**config.mk**
```make
export PLATFORM = sky130hd
export DESIGN_NAME = alu_rr_arbiter
export DESIGN_NICKNAME = d
export VERILOG_FILES = /design/src/rtl/alu_rr_arbiter_pkg.sv /design/src/rtl/alu_rr_arbiter_rr_picker.sv /design/src/rtl/alu_rr_arbiter.sv
export SDC_FILE = /design/constraint.sdc
export NUM_CORES = 1
export LEC_CHECK = 0
export ABC_AREA = 1
export ABC_CLOCK_PERIOD_IN_PS = 2690
export CAP_MARGIN = 0
export CORE_MARGIN = 4
export CORE_UTILIZATION = 39
export DETAILED_ROUTE_END_ITERATION = 12
export PLACE_DENSITY = 0.78
export SYNTH_ARGS = -nofsm -noshare
export SYNTH_HDL_FRONTEND = slang
export SYNTH_HIERARCHICAL = 1
export SYNTH_SLANG_ARGS = --single-unit
```
**constraint.sdc**
```tcl
create_clock -name clk -period 2.69 [get_ports clk]
set_clock_uncertainty 0.2 [all_clocks]
set_input_delay 0.4035 -clock clk [delete_from_list [all_inputs] [get_ports clk]]
set_output_delay 0.4035 -clock clk [all_outputs]
set_load 0.05 [all_outputs]
```
**src/rtl/alu_rr_arbiter_pkg.sv**
```systemverilog
// Shared opcode and FSM state definitions for the round-robin ALU arbiter.
package alu_pkg;

  localparam logic [2:0] OP_ADD = 3'b000;
  localparam logic [2:0] OP_SUB = 3'b001;
  localparam logic [2:0] OP_MUL = 3'b010;
  localparam logic [2:0] OP_INV = 3'b011;
  localparam logic [2:0] OP_AND = 3'b100;
  localparam logic [2:0] OP_OR  = 3'b101;
  localparam logic [2:0] OP_XOR = 3'b110;
  localparam logic [2:0] OP_DEF = 3'b111;

  typedef enum logic [1:0] {
    ST_IDLE = 2'd0,
    ST_EXEC = 2'd1,
    ST_RESP = 2'd2
  } state_t;

endpackage

```
**src/rtl/alu_rr_arbiter_rr_picker.sv**
```systemverilog
// Combinational round-robin picker: first valid request after last_grant, wrapping.
module rr_picker
  import alu_pkg::*;
#(
  parameter int N_REQ = 4,
  parameter int ID_W  = (N_REQ > 1) ? $clog2(N_REQ) : 1
) (
  input  logic [N_REQ-1:0] req,
  input  logic [ID_W-1:0]  last_grant,
  output logic [N_REQ-1:0] grant,
  output logic [ID_W-1:0]  grant_idx,
  output logic             any_valid
);

  always_comb begin : pick
    int          sum;
    logic [ID_W-1:0] idx;
    grant     = '0;
    grant_idx = '0;
    any_valid = 1'b0;
    sum       = 0;
    idx       = '0;
    // Offset 1 first so the previous winner has the lowest priority.
    for (int k = 1; k <= N_REQ; k++) begin
      sum = int'(last_grant) + k;
      idx = ID_W'(sum % N_REQ);
      if (!any_valid && req[idx]) begin
        any_valid  = 1'b1;
        grant_idx  = idx;
        grant[idx] = 1'b1;
      end
    end
  end

endmodule

```
**src/rtl/alu_rr_arbiter.sv**
```systemverilog
// Round-robin sharing of one external combinational ALU among N_REQ requesters,
// with registered operand drive and a single tagged, back-pressurable response.
module alu_rr_arbiter
  import alu_pkg::*;
#(
  parameter int N_REQ = 4,
  parameter int ID_W  = 2,
  parameter int CNT_W = 16
) (
  input  logic               clk,
  input  logic               rst_n,
  input  logic [N_REQ-1:0]   req_valid,
  output logic [N_REQ-1:0]   req_ready,
  input  logic [8*N_REQ-1:0] req_a,
  input  logic [8*N_REQ-1:0] req_b,
  input  logic [3*N_REQ-1:0] req_op,
  output logic [7:0]         alu_a,
  output logic [7:0]         alu_b,
  output logic [2:0]         alu_op,
  input  logic [15:0]        alu_r,
  output logic               rsp_valid,
  input  logic               rsp_ready,
  output logic [ID_W-1:0]    rsp_id,
  output logic [15:0]        rsp_r,
  output logic               busy,
  output logic [CNT_W-1:0]   op_count
);

  state_t            state;
  logic [ID_W-1:0]   last_grant;
  logic [ID_W-1:0]   tag;
  logic [N_REQ-1:0]  grant;
  logic [ID_W-1:0]   grant_idx;
  logic              any_valid;

  logic [7:0] a_arr  [N_REQ];
  logic [7:0] b_arr  [N_REQ];
  logic [2:0] op_arr [N_REQ];

  for (genvar i = 0; i < N_REQ; i++) begin : g_unpack
    assign a_arr[i]  = req_a[8*i +: 8];
    assign b_arr[i]  = req_b[8*i +: 8];
    assign op_arr[i] = req_op[3*i +: 3];
  end

  rr_picker #(
    .N_REQ(N_REQ),
    .ID_W (ID_W)
  ) u_picker (
    .req       (req_valid),
    .last_grant(last_grant),
    .grant     (grant),
    .grant_idx (grant_idx),
    .any_valid (any_valid)
  );

  // Ready is gated by rst_n so nothing looks accepted while reset is held.
  assign req_ready = (state == ST_IDLE && rst_n) ? grant : '0;
  assign busy      = (state != ST_IDLE);

  always_ff @(posedge clk or negedge rst_n) begin
    if (!rst_n) begin
      state      <= ST_IDLE;
      last_grant <= ID_W'(N_REQ - 1);
      tag        <= '0;
      alu_a      <= '0;
      alu_b      <= '0;
      alu_op     <= '0;
      rsp_valid  <= 1'b0;
      rsp_id     <= '0;
      rsp_r      <= '0;
      op_count   <= '0;
    end else begin
      case (state)
        ST_IDLE: begin
          if (any_valid) begin
            alu_a      <= a_arr[grant_idx];
            alu_b      <= b_arr[grant_idx];
            alu_op     <= op_arr[grant_idx];
            tag        <= grant_idx;
            last_grant <= grant_idx;
            state      <= ST_EXEC;
          end
        end
        ST_EXEC: begin
          rsp_r     <= alu_r;
          rsp_id    <= tag;
          rsp_valid <= 1'b1;
          state     <= ST_RESP;
        end
        ST_RESP: begin
          if (rsp_ready) begin
            rsp_valid <= 1'b0;
            op_count  <= op_count + CNT_W'(1);
            state     <= ST_IDLE;
          end
        end
        default: state <= ST_IDLE;
      endcase
    end
  end

endmodule

```
Word-level counts from Yosys, hierarchy flattened. Cells that the tools add are included.

Logic and storage cells: 93. Input bits: 99. Output and inout bits: 59. Bits in registers: 60.

Reductions and logical operators: 18. Eq/ne operators: 4. Bitwise logic cells: 4. $add $sub $neg: 5. Muxes and demuxes: 43. Order comparisons: 9.

Operators with widths (number): binary-select mux 8 bit (select 2 bit) (2); two-way mux 8 bit (4); two-way mux 4 bit (5); adder 16 x 1 -> 16 bit (second input constant) (1); two-way mux 1 bit (13); less-than comparator 2 x 3 -> 1 bit (second input constant) (4); two-way mux 2 bit (6); OR 4 bit (3); binary-select mux 1 bit (select 2 bit) (4); demux 1 bit (select 2 bit) (4); >= comparator 2 x 1 -> 1 bit (second input constant) (4); logical AND 1 bit (8); AND reduction 2 bit (4); binary-select mux 3 bit (select 2 bit) (1); two-way mux 3 bit (2); one-hot mux 2 bit (3 select lines) (1); adder 2 x 1 -> 2 bit (second input constant) (2); adder 2 bit (second input constant) (2); != test 2 bit (second input constant) (2); nonzero test 2 bit (2); >= comparator 3 bit (second input constant) (1); logical NOT 1 bit (3); inverter 2 -> 3 bit (1); equality test 2 x 1 -> 1 bit (second input constant) (1); other kinds (3) (3).

Logic depth before layout (Yosys ltp). Gate-level depths: netlist (run 1).

Word-level depth: 17. Gate-level depth with buffers: 15. Depth with buffers taken out: 12.

Modules after synthesis. The synthesis (run 1) kept the hierarchy.

Modules (own cells, without submodules): alu_rr_arbiter (area an instance 3121.7 um2, cells each 403, instances 1, seq. area each 1503.9 um2); rr_picker (area an instance 535.5 um2, cells each 81, instances 1, seq. area each 0.0 um2).

Worst setup path before layout (run 1). No wires, ideal clock.

Path kind: register to output. From: register last_grant[0]. To: output port req_ready[0]. Required time: 2.087 ns. Arrival time: 2.449 ns. Slack: -0.363 ns. Buffers on the path: 2. Stages on the path, launching flop included: 13. Path through: dfstp_2 > buf_6 > inv_8 > ha_1 > inv_2 > nand3_4 > nand2_4 > nor2_4 > buf_6 > nand4_1 > nand3_1 > inv_1 > nor2_1.

Longest elaborated chain between the ends: 14. Elaborated cells between the ends (all ways): 49. Those cells by class: add/sub: 4; order compare: 8; mux: 24; bitwise: 3; reduce/logical: 10.

RTL lines: start: declaration (RTL line alu_rr_arbiter.sv:30) `logic [ID_W-1:0] last_grant;`; start signal: assignment (RTL line alu_rr_arbiter.sv:64) `last_grant <= ID_W'(N_REQ - 1);`; start signal: assignment (RTL line alu_rr_arbiter.sv:81) `last_grant <= grant_idx;`; branches (longest 12 deep; another with less-than comparator 2 x 3 -> 1 bit); two-way mux 4 bit * (RTL line alu_rr_arbiter_rr_picker.sv:27) `if (!any_valid && req[idx]) begin`; net grant[0] (RTL line alu_rr_arbiter.sv:32) `logic [N_REQ-1:0] grant;`; two-way mux 4 bit * (RTL line alu_rr_arbiter.sv:58) `assign req_ready = (state == ST_IDLE && rst_n) ? grant : '0;`; end: declaration (RTL line alu_rr_arbiter.sv:13) `output logic [N_REQ-1:0] req_ready,`.

Mark *: on every way through the listed nets, which the timed path passes. The select of a mux whose other input is x is not followed.

Worst setup path after layout (run 1).
From: register last_grant[0]. To: output port req_ready[1].

The elaborated chain is that of the path after synthesis.

==> run metrics, run 1 <==
top-count cell post-synth nand2_1; Final setup viols 13; Max Cap Viol 0; syn_nets 592; Final nets 766; total core area 9200 µm²; Post-synth top flop dfrtp_1; Post-Syn Area 3660 µm²; CTS tree built; synth cell count leaders nand2_1 (104), nor2_1 (92), dfrtp_1 (58); sequential share of the synthesized area 41.1%; vias between 3000 and 4000; unique cell type count in the Yosys netlist 27; placed insts 742; Worst-path clk slew 0.07 ns; Peak VDD IR 878 µV; fin crit share 104%; FF-to-FF End alu_a[0]; Post-synth EDFFs 0; total power 9.98 mW; Via density 5.07; Hold Vio Cnt, Final 0; reg2reg start last_grant[0]; H-tree lvl count 3; clk root buf clkbuf_8; GRT overflow 0; Starting Density between 30% and 40%; GPL Wtd Cong 0.857; area fraction in and, or, nand and nor cells after synthesis 30.9%; Area Growth Syn to Fin 64.6%; Port-buffer cells 157; Synth top area share 39.7%; fmax 0.357 GHz; Arr. time, crit path approximately 2.2 ns; Skew-Pair Late Insertion Delay 0.33 ns; total CTS buffers 9; Synth area leader dfrtp_1; WHS 0.0523 ns; layout cells sized above 1 17.4%; antenna viol nets, final 0; CTS Buffer Depth 2; synthesized flop and latch total 60; Final WS setup -0.108 ns; synth top area cells dfrtp_1 (40%), nand2_1 (11%), nor2_1 (9.4%), o21ai_0 (6.3%), o21a_1 (3.9%); All-Layer GR Usage 19.5%; FFs w/ async S/R, synth 100%; Synth Area in Compound Gates 15.3%; Cell Rows 35; DR WL/cell approximately 15 µm; mux share of post-synthesis cell area 0%; # fillers roughly 780; status complete, but fails checks; WL final 11.4 mm; largest family of logic cells by synthesized area simple AND/OR/NAND/NOR gates; vias in the first global route about 3800; normalized max-slew margin approximately 50%; Adder-Cell Fraction of Synth Area 3.08%; crit path max fanout 7; failing checks setup timing; Setup Crit Path Kind flip-flop to primary output; RSZ-0062 raised after global routing yes; clock net sink count 60; XOR/XNOR Fraction of Synth Area 2.39%; drt drc 0; design area 6020 µm²; Post-Place Cell Area 5420 µm²; Synth Area per Inst 7.56 µm²; Die Y 105 µm; Finished Layout Cells 773; global-route wire length before repair 17.6 mm; FF-to-FF path depth 15; Reg2Reg Setup Slack -0.05 ns; Hold Path Class input port to asynchronous set/reset pin; n_diodes 0; crit path time final 2.80 ns; final setup TNS -0.546 ns; Top Ports 158; total die area between 10000 and 15000 µm²; Slew @ Worst Pin between 0.7 and 0.8 ns; die width roughly 100 µm; CP Launch Type flip-flop; pwr/cell area roughly 1700 nW/µm²; DRT iter0 DRCs 134; Mapped Cells 484; largest net degree at the start of global routing 61; Worst Setup End Kind primary output; leak pwr 2.59 nW; 1st-pass router iterations 4; Final Max Slew Viols 0; HPWL after detailed placement between 8 and 9 mm; required time of the critical path about 2.1 ns; Synth Warn # 6; initial antenna violation count 0; hold_buf cts 0
-- area by class of cell --
class	instances	area, µm²	share of cell area [%]
tap	111	139	2.31
sequential	60	1500	25.0
clock inverter	4	72.6	1.21
inverter	33	139	2.31
timing repair buffer	184	1970	32.7
multi-input combinational	370	2040	33.9
clock buffer	11	151	2.52
-- flip-flops by register name (all words and copies together), names as in the netlist --
| signal | count |
|---|---|
| alu_a | 8 |
| alu_b | 8 |
| alu_op | 3 |
| last_grant | 2 |
| op_count | 16 |
| rsp_id | 2 |
| rsp_r | 16 |
| rsp_valid | 1 |
| state | 2 |
| tag | 2 |
-- per-stage QoR --
step	util [%]	worst slack (ns)
2_1_floorplan	-	0.0829
3_3_place_gp	59.0	0.105
3_5_place_dp	59.0	-0.0223
4_1_cts	62.0	-0.0900
5_1_grt	65.4	-0.204
6_report	65.4	-0.108
-- logic make-up (layout without fill, tap and decap cells) --
group | after synthesis | after routing
compound gates | 96 | 96
buf+inv | 54 | 232
simple gates | 255 | 255
fa+ha+maj | 9 | 9
xor+xnor | 10 | 10
flops | 60 | 60
-- cells in the final DEF (no fill, tap or decap), types with 3 or more instances in the layout --
| cell type | instances |
|---|---|
| a21oi_1 | 14 |
| a21oi_2 | 12 |
| buf_12 | 8 |
| buf_4 | 11 |
| buf_6 | 5 |
| buf_8 | 3 |
| clkbuf_16 | 4 |
| clkbuf_8 | 11 |
| clkdlybuf4s50_1 | 152 |
| dfrtp_1 | 58 |
| ha_1 | 8 |
| inv_1 | 24 |
| inv_2 | 5 |
| inv_4 | 3 |
| nand2_1 | 104 |
| nand2_2 | 5 |
| nand2_4 | 4 |
| nand3_1 | 26 |
| nand4_1 | 9 |
| nor2_1 | 71 |
| nor2_2 | 17 |
| nor2_4 | 12 |
| nor3_1 | 3 |
| o21a_1 | 19 |
| o21ai_0 | 20 |
| o21ai_1 | 25 |
| xnor2_1 | 6 |
| xor2_1 | 4 |
-- per-layer routing --
layer	vias to the layer above	global-route usage [%]	wire length (µm)
li1	1914	-	-
met3	29	5.50	814
met1	1843	21.7	4380
met5	-	0	0
met4	0	8.25	341
met2	135	34.5	5910
-- where the power goes --
part	internal, mW	switching (mW)
combinational	3.06	4.45
sequential	1.30	0.232
clock	0.566	0.362
total	4.93	5.05
-- critical path, cell delays in order (launching register included) --
cell and delay, ns:
dfstp_2 0.58, inv_8 0.04, ha_4 0.30, inv_4 0.05
nand3_4 0.08, nand2_4 0.08, nor2_4 0.11, buf_6 0.13
nand4_1 0.10, nand3_1 0.11, inv_2 0.05, nor2_4 0.09
buf_12 0.14
-- worst max-delay path by stage --
stage / startpoint / to / slack (ns) / depth (start not counted)
global route: last_grant[0] / req_ready[1] / -0.20 / 12
floorplan: last_grant[0] / alu_b[0] / 0.08 / 14
detailed placement: req_valid[3] / alu_b[4] / -0.02 / 11
finish: last_grant[0] / req_ready[1] / -0.11 / 12
CTS: last_grant[0] / req_ready[1] / -0.09 / 12
global placement: last_grant[0] / alu_b[1] / 0.10 / 12
-- repair_timing --
item                       4_1_cts  5_1_grt
setup buffers                    6        5
pin swaps                        9       15
setup endpoints to repair        4       23
resized for setup                6       80
gates cloned                     0        5
Note: power is estimated with default switching activity, not from simulation.
==> run 2, diff against run 1 <==
- SETUP_SLACK_MARGIN: default -> 0.4
==> run 2 against run 1 <==
- the run still ends with setup timing left
- cell count rose by 1.9%
- count of clock-buffer cells in the layout is 1 lower
- critical endpoint is now req_ready[0]
- via count up 3.2%
- global-route usage is 1.6 points higher
- final area rose by 3.7%
- critical path type unchanged
- highest routed layer unchanged
- sequential share of layout area shrank 0.88 points
==> run metrics, run 2 (synthesis results as in run 1) <==
antenna viol nets, final 0 (unchanged); Top Ports 158 (unchanged); required time of the critical path 2.09 ns (about the same); most frequent cells in the layout clkdlybuf4s50_1 (151), nand2_1 (101), nor2_1 (78) (was clkdlybuf4s50_1 (152), nand2_1 (104), nor2_1 (71)); die width 105 µm (unchanged); Final Max Slew Viols 0 (unchanged); Final WS setup -0.151 ns (was -0.108 ns); initial antenna violation count 0 (unchanged); drt drc 0 (unchanged); Hold Path Class input port to asynchronous set/reset pin (unchanged); layout cells sized above 1 21.4% (was 17.4%); Arr. time, crit path 2.24 ns (was 2.19 ns); met1 WL 4.79 mm (was 4.38 mm); HPWL after detailed placement 8.41 mm (was 8.20 mm); Top Registers op_count x16, rsp_r x16 (unchanged); routed wl met2 6.43 mm (was 5.91 mm); total CTS buffers 9 (unchanged); vias 4045 (was 3921); GPL Wtd Cong 0.900 (was 0.857); largest net degree at the start of global routing 61 (unchanged); GRT overflow 0 (unchanged); Final nets 780 (was 766); DR WL met3 676 µm (was 814 µm); Via density 5.13 (was 5.07); Slew @ Worst Pin 0.768 ns (was 0.754 ns); WHS 0.0822 ns (was 0.0523 ns); clk root buf clkbuf_8 (unchanged); total die area 11000 µm² (unchanged); CP Launch Type flip-flop (unchanged); Skew-Pair Late Insertion Delay 0.33 ns (about the same); Max Cap Viol 0 (unchanged); Hold Vio Cnt, Final 0 (unchanged); fin crit share 106% (was 104%); RSZ-0062 raised after global routing yes (unchanged); vias in the first global route 4093 (was 3797); Port-buffer cells 157 (unchanged); crit path max fanout 8 (was 7); fmax 0.352 GHz (was 0.357 GHz); normalized max-slew margin 48.8% (was 49.7%); n_diodes 0 (unchanged); Setup Crit Path Kind flip-flop to primary output (unchanged); total core area 9200 µm² (unchanged); WL final 12.4 mm (was 11.4 mm); Worst Setup End Kind primary output (unchanged); Final setup viols 19 (was 13); status complete, but fails checks (unchanged); hold_buf cts 0 (unchanged); commonest non-fill, non-tap cell in the layout clkdlybuf4s50_1 (unchanged); Worst-path clk slew 0.08 ns (was 0.07 ns); Cell Rows 35 (unchanged); Die Y 105 µm (unchanged); CTS tree built (unchanged); DR WL/cell 15.7 µm (was 14.8 µm); H-tree lvl count 3 (unchanged); All-Layer GR Usage 21.0% (was 19.5%); Top Metal Used met4 (unchanged); Starting Density 39.8% (unchanged); DRT iter0 DRCs 114 (was 134); global-route wire length before repair 19.1 mm (was 17.6 mm); clock net sink count 60 (unchanged); Final Core Density 67.8% (was 65.4%); CTS Buffer Depth 2 (unchanged); 1st-pass router iterations 4 (unchanged); Area Growth Syn to Fin 70.6% (was 64.6%); crit path time final 2.84 ns (was 2.80 ns); failing checks setup timing (unchanged)
==> run 2: cell types whose count changed in the layout (fill, tap and decap cells not counted), sizes merged <==
cell / before / now
clkbuf: 15 / 13
dlygate4sd2: 0 / 1
buf: 28 / 43
inv: 33 / 34
clkdlybuf4s50: 152 / 151
bufinv: 2 / 3
==> run 2: worst max-delay path, stage by stage (launching register included) <==
cell	delay, ns
dfstp_2	0.55
inv_4	0.07
ha_4	0.27
inv_4	0.08
nand3_4	0.08
buf_12	0.14
a21boi_0	0.24
a21oi_1	0.09
nand3_1	0.11
inv_2	0.05
nor2_4	0.09
buf_12	0.14
==> run 2: what timing repair did <==
| item | CTS | global route |
|---|---|---|
| cloned | 5 | 4 |
| setup buffers | 14 | 3 |
| pin swaps | 11 | 40 |
| resized for setup | 24 | 70 |
| endpoints found under the setup margin | 26 | 28 |
==> run 2: layout make-up <==
cell class	count	area [µm²]
fill	740	2960
timing repair buffer	198	2110
multi-input combinational	370	2110
sequential	60	1500
inverter	33	141
tap	111	139
clock buffer	10	128
clock inverter	6	111
==> run 2: through the flow <==
| stage | setup WS, ns | std cells | cell area [µm²] | TNS, ns |
|---|---|---|---|---|
| finish | -0.151 | 788 | 6240 | -1.08 |
| global placement | 0.116 | 746 | 5490 | 0 |
| floorplan | 0.147 | 484 | 3790 | 0 |
| CTS | -0.136 | 781 | 5950 | -0.930 |
| global route | -0.226 | 788 | 6240 | -3.60 |
| detailed placement | 0.0282 | 746 | 5490 | 0 |
==> run 2: final timing paths <==
| path | cells after the start | endpoint | slack (ns) | startpoint |
|---|---|---|---|---|
| min in group clk | 2 | rsp_r[11] | 0.27 | rsp_r[11] |
| setup / recovery | 11 | req_ready[0] | -0.15 | last_grant[1] |
| hold / removal | 2 | alu_op[2] | 0.08 | rst_n |
| setup reg to reg | 16 | alu_a[3] | -0.10 | last_grant[1] |
| max in group asynchronous | 2 | rsp_r[9] | 1.71 | rst_n |
| hold reg to reg | 2 | rsp_r[11] | 0.27 | rsp_r[11] |
==> run 2: layer usage <==
layer	track usage, %	vias up
met3	4.26	36
li1	-	1944
met5	0	-
met1	23.6	1913
met4	8.90	0
met2	38.4	152
Power of run 2 is not shown: default switching activity piles up to over one toggle a cycle in this logic, so the estimate is an artifact.
